--- src/rtl/addsub_pkg.sv ---
// Shared definitions for the digit-serial adder/subtractor.
//   state_e  : controller states (IDLE/RUN/DONE, 2-bit encoding)
//   MODE_ADD / MODE_SUB : values of the 'sub' mode input
package addsub_pkg;

  typedef enum logic [1:0] {
    IDLE = 2'd0,
    RUN  = 2'd1,
    DONE = 2'd2
  } state_e;

  localparam logic MODE_ADD = 1'b0;
  localparam logic MODE_SUB = 1'b1;

endpackage

--- src/rtl/addsub_digit.sv ---
// Combinational DIGIT-bit ripple adder built from full-adder cells.
//   a_d, b_d : digit operands
//   cin      : carry into bit 0
//   s_d      : digit sum
//   cout     : carry out of the top bit
//   c_msb    : carry into the top bit (used for signed overflow)
module addsub_digit #(
  parameter int unsigned DIGIT = 4
) (
  input  logic [DIGIT-1:0] a_d,
  input  logic [DIGIT-1:0] b_d,
  input  logic             cin,
  output logic [DIGIT-1:0] s_d,
  output logic             cout,
  output logic             c_msb
);

  logic [DIGIT:0] c;

  always_comb begin
    c    = '0;
    s_d  = '0;
    c[0] = cin;
    for (int unsigned i = 0; i < DIGIT; i++) begin
      s_d[i]  = a_d[i] ^ b_d[i] ^ c[i];
      c[i+1]  = (a_d[i] & b_d[i]) | (c[i] & (a_d[i] ^ b_d[i]));
    end
  end

  assign cout  = c[DIGIT];
  assign c_msb = c[DIGIT-1];

endmodule

--- src/rtl/addsub_serial.sv ---
// Digit-serial two's-complement adder/subtractor.
// Operands are latched on an accepted start (ready=1), then DIGIT bits are
// summed per clock, LSB digit first. Results update together with a
// one-cycle done pulse and hold until the next done.
//   clk, rst_n : clock, asynchronous active-low reset
//   start, sub : request and mode (0: a+b, 1: a-b), sampled when ready
//   a, b       : WIDTH-bit operands, sampled when ready
//   ready      : high in IDLE only
//   done       : one-cycle pulse when sum/cout/ovf/zero update
//   sum, cout, ovf, zero : result, carry/no-borrow, signed overflow, sum==0
module addsub_serial
  import addsub_pkg::*;
#(
  parameter int unsigned WIDTH = 16,
  parameter int unsigned DIGIT = 4
) (
  input  logic             clk,
  input  logic             rst_n,
  input  logic             start,
  input  logic             sub,
  input  logic [WIDTH-1:0] a,
  input  logic [WIDTH-1:0] b,
  output logic             ready,
  output logic             done,
  output logic [WIDTH-1:0] sum,
  output logic             cout,
  output logic             ovf,
  output logic             zero
);

  localparam int unsigned NDIG = WIDTH / DIGIT;
  localparam int unsigned CNTW = $clog2(NDIG + 1);

  state_e           state_q, state_d;
  logic [CNTW-1:0]  cnt_q, cnt_d;
  logic             carry_q, carry_d;
  logic [WIDTH-1:0] a_q, a_d, b_q, b_d, part_q, part_d;
  logic [WIDTH-1:0] sum_q, sum_d;
  logic             cout_q, cout_d, ovf_q, ovf_d, zero_q, zero_d, done_q, done_d;

  logic [DIGIT-1:0] dig_s;
  logic             dig_cout, dig_cmsb;
  logic             last_digit;

  // Operand registers shift right each digit, so the active digit is
  // always in the low DIGIT bits; no variable part-select needed.
  addsub_digit #(.DIGIT(DIGIT)) u_digit (
    .a_d   (a_q[DIGIT-1:0]),
    .b_d   (b_q[DIGIT-1:0]),
    .cin   (carry_q),
    .s_d   (dig_s),
    .cout  (dig_cout),
    .c_msb (dig_cmsb)
  );

  assign last_digit = (cnt_q == CNTW'(NDIG - 1));

  always_comb begin
    state_d = state_q;
    cnt_d   = cnt_q;
    carry_d = carry_q;
    a_d     = a_q;
    b_d     = b_q;
    part_d  = part_q;
    sum_d   = sum_q;
    cout_d  = cout_q;
    ovf_d   = ovf_q;
    zero_d  = zero_q;
    done_d  = 1'b0;
    case (state_q)
      IDLE: begin
        if (start) begin
          a_d     = a;
          b_d     = b ^ {WIDTH{sub}};
          carry_d = (sub == MODE_SUB);
          cnt_d   = '0;
          part_d  = '0;
          state_d = RUN;
        end
      end
      RUN: begin
        a_d     = a_q >> DIGIT;
        b_d     = b_q >> DIGIT;
        // New digit enters at the top; after NDIG shifts it lines up.
        part_d  = (part_q >> DIGIT) | (WIDTH'(dig_s) << (WIDTH - DIGIT));
        carry_d = dig_cout;
        cnt_d   = cnt_q + CNTW'(1);
        if (last_digit) begin
          sum_d   = part_d;
          cout_d  = dig_cout;
          ovf_d   = dig_cout ^ dig_cmsb;
          zero_d  = (part_d == '0);
          done_d  = 1'b1;
          state_d = DONE;
        end
      end
      DONE:    state_d = IDLE;
      default: state_d = IDLE;
    endcase
  end

  always_ff @(posedge clk or negedge rst_n) begin
    if (!rst_n) begin
      state_q <= IDLE;
      cnt_q   <= '0;
      carry_q <= 1'b0;
      a_q     <= '0;
      b_q     <= '0;
      part_q  <= '0;
      sum_q   <= '0;
      cout_q  <= 1'b0;
      ovf_q   <= 1'b0;
      zero_q  <= 1'b0;
      done_q  <= 1'b0;
    end else begin
      state_q <= state_d;
      cnt_q   <= cnt_d;
      carry_q <= carry_d;
      a_q     <= a_d;
      b_q     <= b_d;
      part_q  <= part_d;
      sum_q   <= sum_d;
      cout_q  <= cout_d;
      ovf_q   <= ovf_d;
      zero_q  <= zero_d;
      done_q  <= done_d;
    end
  end

  assign ready = (state_q == IDLE);
  assign done  = done_q;
  assign sum   = sum_q;
  assign cout  = cout_q;
  assign ovf   = ovf_q;
  assign zero  = zero_q;

endmodule

--- config.mk ---
export PLATFORM = sky130hd
export DESIGN_NAME = addsub_serial
export DESIGN_NICKNAME = d
export VERILOG_FILES = /design/src/rtl/addsub_pkg.sv /design/src/rtl/addsub_digit.sv /design/src/rtl/addsub_serial.sv
export SDC_FILE = /design/constraint.sdc
export NUM_CORES = 1
export LEC_CHECK = 0
export CORE_UTILIZATION = 48
export CTS_CLUSTER_DIAMETER = 100
export CTS_CLUSTER_SIZE = 25
export DETAILED_ROUTE_END_ITERATION = 8
export PLACE_DENSITY = 0.81
export SLEW_MARGIN = 40
export SYNTH_ARGS = -nofsm -noshare
export SYNTH_HDL_FRONTEND = slang
export SYNTH_SLANG_ARGS = --single-unit
export TNS_END_PERCENT = 50
--- constraint.sdc ---
create_clock -name clk -period 2.5 [get_ports clk]
set_clock_uncertainty 0.15 [all_clocks]
set_input_delay 0.25 -clock clk [delete_from_list [all_inputs] [get_ports clk]]
set_output_delay 0.25 -clock clk [all_outputs]
set_load 0.05 [all_outputs]
# Word level (Yosys, flattened, before mapping)
# Index checks and enable logic that the tools add are counted.
# word_totals
ram_bits,0
n_memories,0
out_inout_bits,21
romBits,0
latch_bits,0
word_cells,60
reg_bits,74
# op_classes
shift,0
n_eq_ne,4
n_div,0
n_bitwise,23
add_sub_neg,1
mux,15
order_cmp,0
mul,0
reduce_logical,6
# op_table
op,n
one-hot mux 16 bit (2 select lines),3
two-way mux 16 bit,3
logical NOT 16 bit,1
bitwise OR 12 x 16 -> 16 bit,1
bitwise XOR 16 bit,1
bitwise XOR 1 bit,9
AND 1 bit,8
one-hot mux 3 bit (2 select lines),1
AND reduction 2 bit,3
two-way mux 2 bit,2
"inequality test 2 bit, second input constant",2
bitwise OR 1 bit,4
one-hot mux 2 bit (2 select lines),1
"adder 3 x 1 -> 3 bit, second input constant",1
"equality test 3 x 2 -> 1 bit, second input constant",1
two-way mux 1 bit,3
two-way mux 3 bit,1
"equality test 2 x 1 -> 1 bit, second input constant",1
logical NOT 2 bit,1
one-hot mux 1 bit (2 select lines),1
nonzero test 2 bit,1

# Longest topological paths before layout
# Gate-level depths: netlist (run 1).
# logic_depth
ltp_word,10
ltp_mapped,10
ltp_nobuf,10

# By module
# Synthesis (run 1) repeated with hierarchy kept, for this count alone.
# hier_totals
hier_cells,299
hier_area_um2,3165.5
# modules_own_cells
mod,cells_per_inst,n_inst,area_each_um2
addsub_serial,287,1,3055.4
addsub_digit,12,1,110.1

# Least setup slack after synthesis (run 1)
# OpenSTA, ideal clock, no wires.
# synth_path
path_type,reg2reg
startpoint,register carry_q
endpoint,"register zero_q, in the netlist zero"
t_arrival_ns,2.371
t_required_ns,2.267
setup_slack_ns,-0.104
path_stages_with_launch,11
setup_time_ns,0.083
path_cell_list,dfrtp_1 > inv_1 > fa_1 > fa_1 > inv_1 > fa_1 > inv_1 > fa_1 > nor4bb_1 > nand4_1 > o21ai_0
# synth_between
elab_chain_cells,9
elab_cells_between_ends,12
classes_between,bitwise: 11; reduce/logical: 1
# synth_lines
element,line_no,source
from (decl),addsub_serial.sv:36,"logic carry_q, carry_d;"
from (signal assigned),addsub_serial.sv:118,carry_q <= carry_d;
AND 1 bit,addsub_digit.sv:26,c[i+1] = (a_d[i] & b_d[i]) | (c[i] & (a_d[i] ^ b_d[i]));
bitwise OR 1 bit,addsub_digit.sv:26,
AND 1 bit,addsub_digit.sv:26,
bitwise OR 1 bit,addsub_digit.sv:26,
AND 1 bit,addsub_digit.sv:26,
bitwise OR 1 bit,addsub_digit.sv:26,
bitwise XOR 1 bit,addsub_digit.sv:25,s_d[i] = a_d[i] ^ b_d[i] ^ c[i];
bitwise OR 12 x 16 -> 16 bit (*),addsub_serial.sv:85,part_d = (part_q >> DIGIT) | (WIDTH'(dig_s) << (WIDTH - DIGIT));
logical NOT 16 bit (*),addsub_serial.sv:92,zero_d = (part_d == '0);
to (signal assigned),addsub_serial.sv:125,zero_q <= zero_d;
to (decl),addsub_serial.sv:39,"logic cout_q, cout_d, ovf_q, ovf_d, zero_q, zero_d, done_q, done_d;"
# Every way passes the cells marked *; elsewhere a longest branch is shown, timed or not.
# A chain may end at the register's enable or synchronous reset.

# Final worst setup path (run 1)
# layout_path
startpoint,register b_q[0]
endpoint,"register zero_q, in the netlist zero"
# layout_between
elab_chain_cells,10
elab_cells_between_ends,14
classes_between,bitwise: 13; reduce/logical: 1
# layout_lines
element,line_no,source
from (decl),addsub_serial.sv:37,"logic [WIDTH-1:0] a_q, a_d, b_q, b_d, part_q, part_d;"
from (signal assigned),addsub_serial.sv:108,b_q <= '0;
from (signal assigned),addsub_serial.sv:120,b_q <= b_d;
bitwise XOR 1 bit,"addsub_digit.sv:25, addsub_digit.sv:26",
AND 1 bit,addsub_digit.sv:26,
bitwise OR 1 bit,addsub_digit.sv:26,
AND 1 bit,addsub_digit.sv:26,
bitwise OR 1 bit,addsub_digit.sv:26,
AND 1 bit,addsub_digit.sv:26,
bitwise OR 1 bit,addsub_digit.sv:26,
bitwise XOR 1 bit,addsub_digit.sv:25,
bitwise OR 12 x 16 -> 16 bit (*),addsub_serial.sv:85,
logical NOT 16 bit (*),addsub_serial.sv:92,
# Marked as above.

==> flow_summary.toml, run 1 <==
[job]
drv_cap = 0

[logic_synthesis]
synth-main-ff-cell = "dfrtp_1"
synth-seq-cells = 70
syn-mean-instance-area_um2 = 11.0
synthCells = 303
synthesis.nets = 345
synth_area_mm2 = 0.00333
synthArstFlopShare_pct = 100
post-synth-top-area-fraction_pct = 52.6
ys_types = 33
yosys-top-cells-area = "dfrtp_1, o21ai_0, nor2b_1"
ys_warn_count = 0
synth_commonest_cells = "dfrtp_1, o21ai_0, nand2_1"
ys_seq_area_share_pct = 52.6
synthMostInstantiatedCell = "dfrtp_1"
yosysTopAreaCell = "dfrtp_1"
synth_edf_count = 0

[critical_path]
worstSetupPathType = "reg2reg"
crit_path_start_kind = "flip-flop"
slowest_stage = "fa_1"
max_stage_delay_ns = 0.49
cp_data_arrival_time_ns = 2.70
required_ns = 2.63
cp_max_fo = 2
end_kind = "flip-flop"
cp_cell_sequence = "inv_2, fa_2, fa_2, inv_2, fa_2, inv_2, fa_1, nor4bb_4, nand4_1, o21ai_1"

[clock_network]
numClockSinks = 70
clock-root-buffer = "clkbuf_8"
clk_path_buf_depth = 2
h-tree-depth = 3
cts_made_buffers = 9
clk_pin_slew_ns = 0.08
cts_tree = "done"
worstSkewPairLatency_ns = 0.34

[timing]
fmax_mhz = 389
finalSetupViolCount = 1
tightest_slew_ns = 0.642
rsz0062_at_grt = "yes"
final-hold-violation-count = 0
slew_violations = 0
post-route-period-util_pct = 103
fin_crit_ns = 2.57
slew_headroom_pct = 57.1
fin_ws_ns = -0.0694

[drt]
via_count = 2479
drc = 0
route.detailed.vias_per_inst = 5.50
drt_first_pass_iters = 4
ant_nets = 0
wl_per_cell_um = 15.4
drt_iter0_drc = 167
routed_wirelength_mm = 6.93

[floorplan]
die_area_mm2 = 0.00727
num_rows = 29
core_mm2 = 0.00653
pin_count = 57
chipWidth_um = 85.3
initial_core_util_pct = 51.0
die_h_um = 85.3

[pwr]
p_leak_nw = 1.89
powerDensity_mw_per_mm2 = 1270
total_power_mw = 5.38
vdd.ir_drop.worst_mv = 0.741

[grt]
globalRouteOverflowTotal = 0
antenna_found_initial = 0
track_usage_pct = 21.5
grt_max_degree = 37
grt_pass1_vias = 2517
grt_pass1_wl_mm = 12.0

[outcome]
violations = "setup timing"
outcome = "finished with violations"

[placement]
gp_congestion = 0.799
dpl_cell_area_mm2 = 0.00399
dpl.hpwl_mm = 4.80
numPortBuffers = 56

[layout]
insertedDiodeCount = 0
synthToLayoutAreaGrowth_pct = 27.4
fill_cells = 507
final_layout_size_suffix_gt1_share_pct = 16.3
nNetsFinal = 411
finalInstanceArea_mm2 = 0.00424

[min_path]
min_path_type = "in2async"
layer usage:
layer	vias to the layer above	global-route usage, %	wire length (um)
met5	-	0	0
met4	0	7.12	124
met3	15	5.74	404
met2	79	33.7	3290
met1	1198	29.4	3110
li1	1187	-	-
registers in the layout (all words and copies together), names as in the netlist:
register and count:
done 1, carry_q 1, ovf 1, b_q 16, sum 16, part_q 12
zero 1, cnt_q 3, a_q 16, cout 1, state_q 2
cells by family (layout without fill, tap and decap cells):
| logic type | Yosys count | in the layout | share of synthesized area, % |
|---|---|---|---|
| compound gates | 96 | 96 | 17.6 |
| mux | 19 | 19 | 6.88 |
| xor+xnor | 17 | 17 | 4.47 |
| flops | 70 | 70 | 52.6 |
| buf+inv | 34 | 105 | 5.37 |
| fa+ha+maj | 6 | 6 | 3.16 |
| simple gates | 61 | 61 | 9.92 |
what timing repair did:
action	CTS	global route
setup endpoints to repair	2	5
hold buffers	1	0
pin swaps	2	3
endpoints found under the hold margin	70	0
resized for setup	3	4
setup buffers	2	3
where the power goes:
group	switching (mW)	total (mW)	internal, mW
logic	1.44	2.63	1.20
clock network	0.432	0.821	0.389
registers	0.343	1.93	1.59
total	2.21	5.38	3.17
cell type report:
type | instances | area [um2] | area share [%]
Multi-Input combinational cell | 199 | 1440 | 33.9
Clock inverter | 6 | 45.0 | 1.06
Inverter | 12 | 45.0 | 1.06
Sequential cell | 70 | 1750 | 41.3
Timing Repair Buffer | 77 | 728 | 17.2
Tap cell | 77 | 96.3 | 2.27
Clock buffer | 10 | 138 | 3.24
cells in the final DEF, fill, tap and decap left out, drive strengths merged, types with 2 or more instances in the layout:
cell type,n
dfrtp,70
fa,4
a21oi,24
buf,21
nor2,3
nor2b,24
nand2,25
mux2,13
ha,2
xor2,13
inv,13
clkbuf,10
o21ai,38
xnor2,4
clkdlybuf4s50,55
clkinv,2
a22oi,13
o22ai,2
nor4,2
o22a,4
clkinvlp,3
a22o,10
mux2i,6
a2bb2oi,4
worst max-delay path, delay by kind of cell, from the launching register on:
kind,cells,cell delay [ns]
buffers and inverters,3,0.15
flip-flops,1,0.37
adder cells (fa/ha/maj),4,1.41
AND/OR/NAND/NOR,2,0.29
AO/OA/AOI/OAI,1,0.14
per-stage QoR:
| stage | util, % | setup TNS (ns) | setup slack (ns) | cells | hold slack (ns) |
|---|---|---|---|---|---|
| finish | 64.9 | -0.0694 | -0.0694 | 451 | 0.147 |
| global route | 64.9 | -0.356 | -0.188 | 451 | 0.169 |
| CTS | 64.5 | -0.0911 | -0.0911 | 448 | 0.148 |
| detailed placement | 61.1 | -0.233 | -0.177 | 429 | -0.0153 |
| global placement | 61.0 | -0.0961 | -0.0961 | 429 | -0.0180 |
| floorplan | - | -0.0463 | -0.0463 | 303 | -0.196 |
final timing paths:
check                           startpoint       to  slack, ns  cells past startpoint
worst max register to register      b_q[0]     zero      -0.07                     10
max in group asynchronous            rst_n  b_q[10]       1.44                      3
worst min-delay path                 rst_n   sum[2]       0.15                      2
worst max-delay path                b_q[0]     zero      -0.07                     10
worst min register to register     a_q[11]  a_q[11]       0.34                      2
min in group clk                   a_q[11]  a_q[11]       0.34                      2
(Power assumes the default switching activity.)
==> run 2, diff against run 1 <==
- CORE_ASPECT_RATIO: default -> 1.5
- PLACE_DENSITY: 0.81 -> 0.8
==> flow_summary.toml, run 2 (synthesized netlist as in run 1, its figures left out) <==
[min_path]
min_path_type = "in2async"

[drt]
drt_iter0_drc = 162
drt_first_pass_iters = 4
ant_nets = 0
route.detailed.vias_per_inst = 5.50
drc = 0
wl_per_cell_um = 15.5
routed_wirelength_mm = 6.91
via_count = 2448

[layout]
final_layout_size_suffix_gt1_share_pct = 14.9
synthToLayoutAreaGrowth_pct = 26.3
finalNonFillerCells = 445
insertedDiodeCount = 0
fill_cells = 529
mostFrequentLayoutCells = "dfrtp_1, clkdlybuf4s50_1, o21ai_0"
utilization_pct = 63.5
nNetsFinal = 407
mostFrequentLayoutCell = "dfrtp_1"

[placement]
gp_congestion = 0.800
dpl.hpwl_mm = 4.73
dpl.cell_count = 427
numPortBuffers = 56

[pwr]
total_power_mw = 5.39
vdd.ir_drop.worst_mv = 0.597
powerDensity_mw_per_mm2 = 1280
p_leak_nw = 1.88

[clock_network]
numClockSinks = 70
h-tree-depth = 3
cts_made_buffers = 9
clk_path_buf_depth = 2
clock-root-buffer = "clkbuf_8"
clk_pin_slew_ns = 0.07
worstSkewPairLatency_ns = 0.34
cts_tree = "done"

[grt]
track_usage_pct = 20.9
globalRouteOverflowTotal = 0
antenna_found_initial = 0
grt_pass1_vias = 2493
grt_max_degree = 32
grt_pass1_wl_mm = 12.0

[floorplan]
die_h_um = 104
chipWidth_um = 70
die_area_mm2 = 0.00728
core_mm2 = 0.00662
num_rows = 36
pin_count = 57
initial_core_util_pct = 50.3

[critical_path]
end_kind = "flip-flop"
required_ns = 2.61
max_stage_delay_ns = 0.49
worstSetupPathType = "reg2reg"
slowest_stage = "fa_1"
cp_data_arrival_time_ns = 2.69
cp_max_fo = 2
crit_path_start_kind = "flip-flop"
cp_cell_sequence = "inv_2, fa_2, fa_2, inv_2, fa_2, inv_2, fa_1, nor4bb_4, nand4_1, o21ai_1"

[timing]
fin_ws_ns = -0.0792
slew_violations = 0
post-route-period-util_pct = 103
tightest_slew_ns = 0.572
final-hold-violation-count = 0
fmax_mhz = 388
slew_headroom_pct = 61.8
finalSetupViolCount = 1
rsz0062_at_grt = "yes"
fin_crit_ns = 2.58
setup-tns-final_ns = -0.0792

[outcome]
violations = "setup timing"
outcome = "finished with violations"

[job]
drv_cap = 0
## run 2: report_power, final
part / leakage (nW) / total (mW) / switching (mW) / internal (mW)
combinational: 0.884 / 2.58 / 1.42 / 1.16
clock: 0.0952 / 0.886 / 0.406 / 0.479
sequential: 0.905 / 1.92 / 0.337 / 1.59
## run 2: routing by layer
metal	track usage (%)	share of wire [%]
met1	25.9	41
met2	34.8	52
met5	0	0
met4	7.71	2.0
met3	5.43	4.8
## run 2: cell type report
| cell class | count | area [um2] | area share (%) |
|---|---|---|---|
| Inverter | 12 | 45.0 | 1.07 |
| Timing Repair Buffer | 73 | 696 | 16.5 |
| Multi-Input combinational cell | 199 | 1430 | 34.0 |
| Clock inverter | 4 | 47.5 | 1.13 |
| Sequential cell | 70 | 1750 | 41.6 |
| Tap cell | 76 | 95.1 | 2.26 |
| Clock buffer | 11 | 141 | 3.36 |
## run 2: what timing repair did
| item | in CTS | in global routing |
|---|---|---|
| pin swaps | 2 | 0 |
| resized for setup | 3 | 3 |
| setup buffers | 2 | 0 |
| endpoints found under the setup margin | 2 | 5 |
| hold endpoints to repair | 22 | 0 |
| hold buffers | 1 | 0 |
## run 2: per-stage QoR
stage	setup slack, ns	hold slack [ns]	area (um2)
3_5_place_dp	-0.196	0.123	3970
6_report	-0.0792	0.279	4210
4_1_cts	-0.105	0.292	4200
3_3_place_gp	-0.101	0.113	3970
2_1_floorplan	-0.0463	-0.196	3340
5_1_grt	-0.215	0.330	4210
## run 2: worst paths after layout
check	startpoint	endpoint	slack, ns	cells past startpoint
min in group clk	sum[12]	sum[12]	0.34	2
min reg2reg	sum[12]	sum[12]	0.34	2
max reg2reg	b_q[0]	zero	-0.08	10
max	b_q[0]	zero	-0.08	10
max in group asynchronous	rst_n	part_q[14]	1.24	3
min	rst_n	sum[1]	0.28	2
## run 2: critical path, delay by kind of cell (launching register included)
kind            cells  cell delay (ns)
buf+inv             3             0.16
compound gates      1             0.13
flops               1             0.36
fa+ha+maj           4             1.42
simple gates        2             0.29
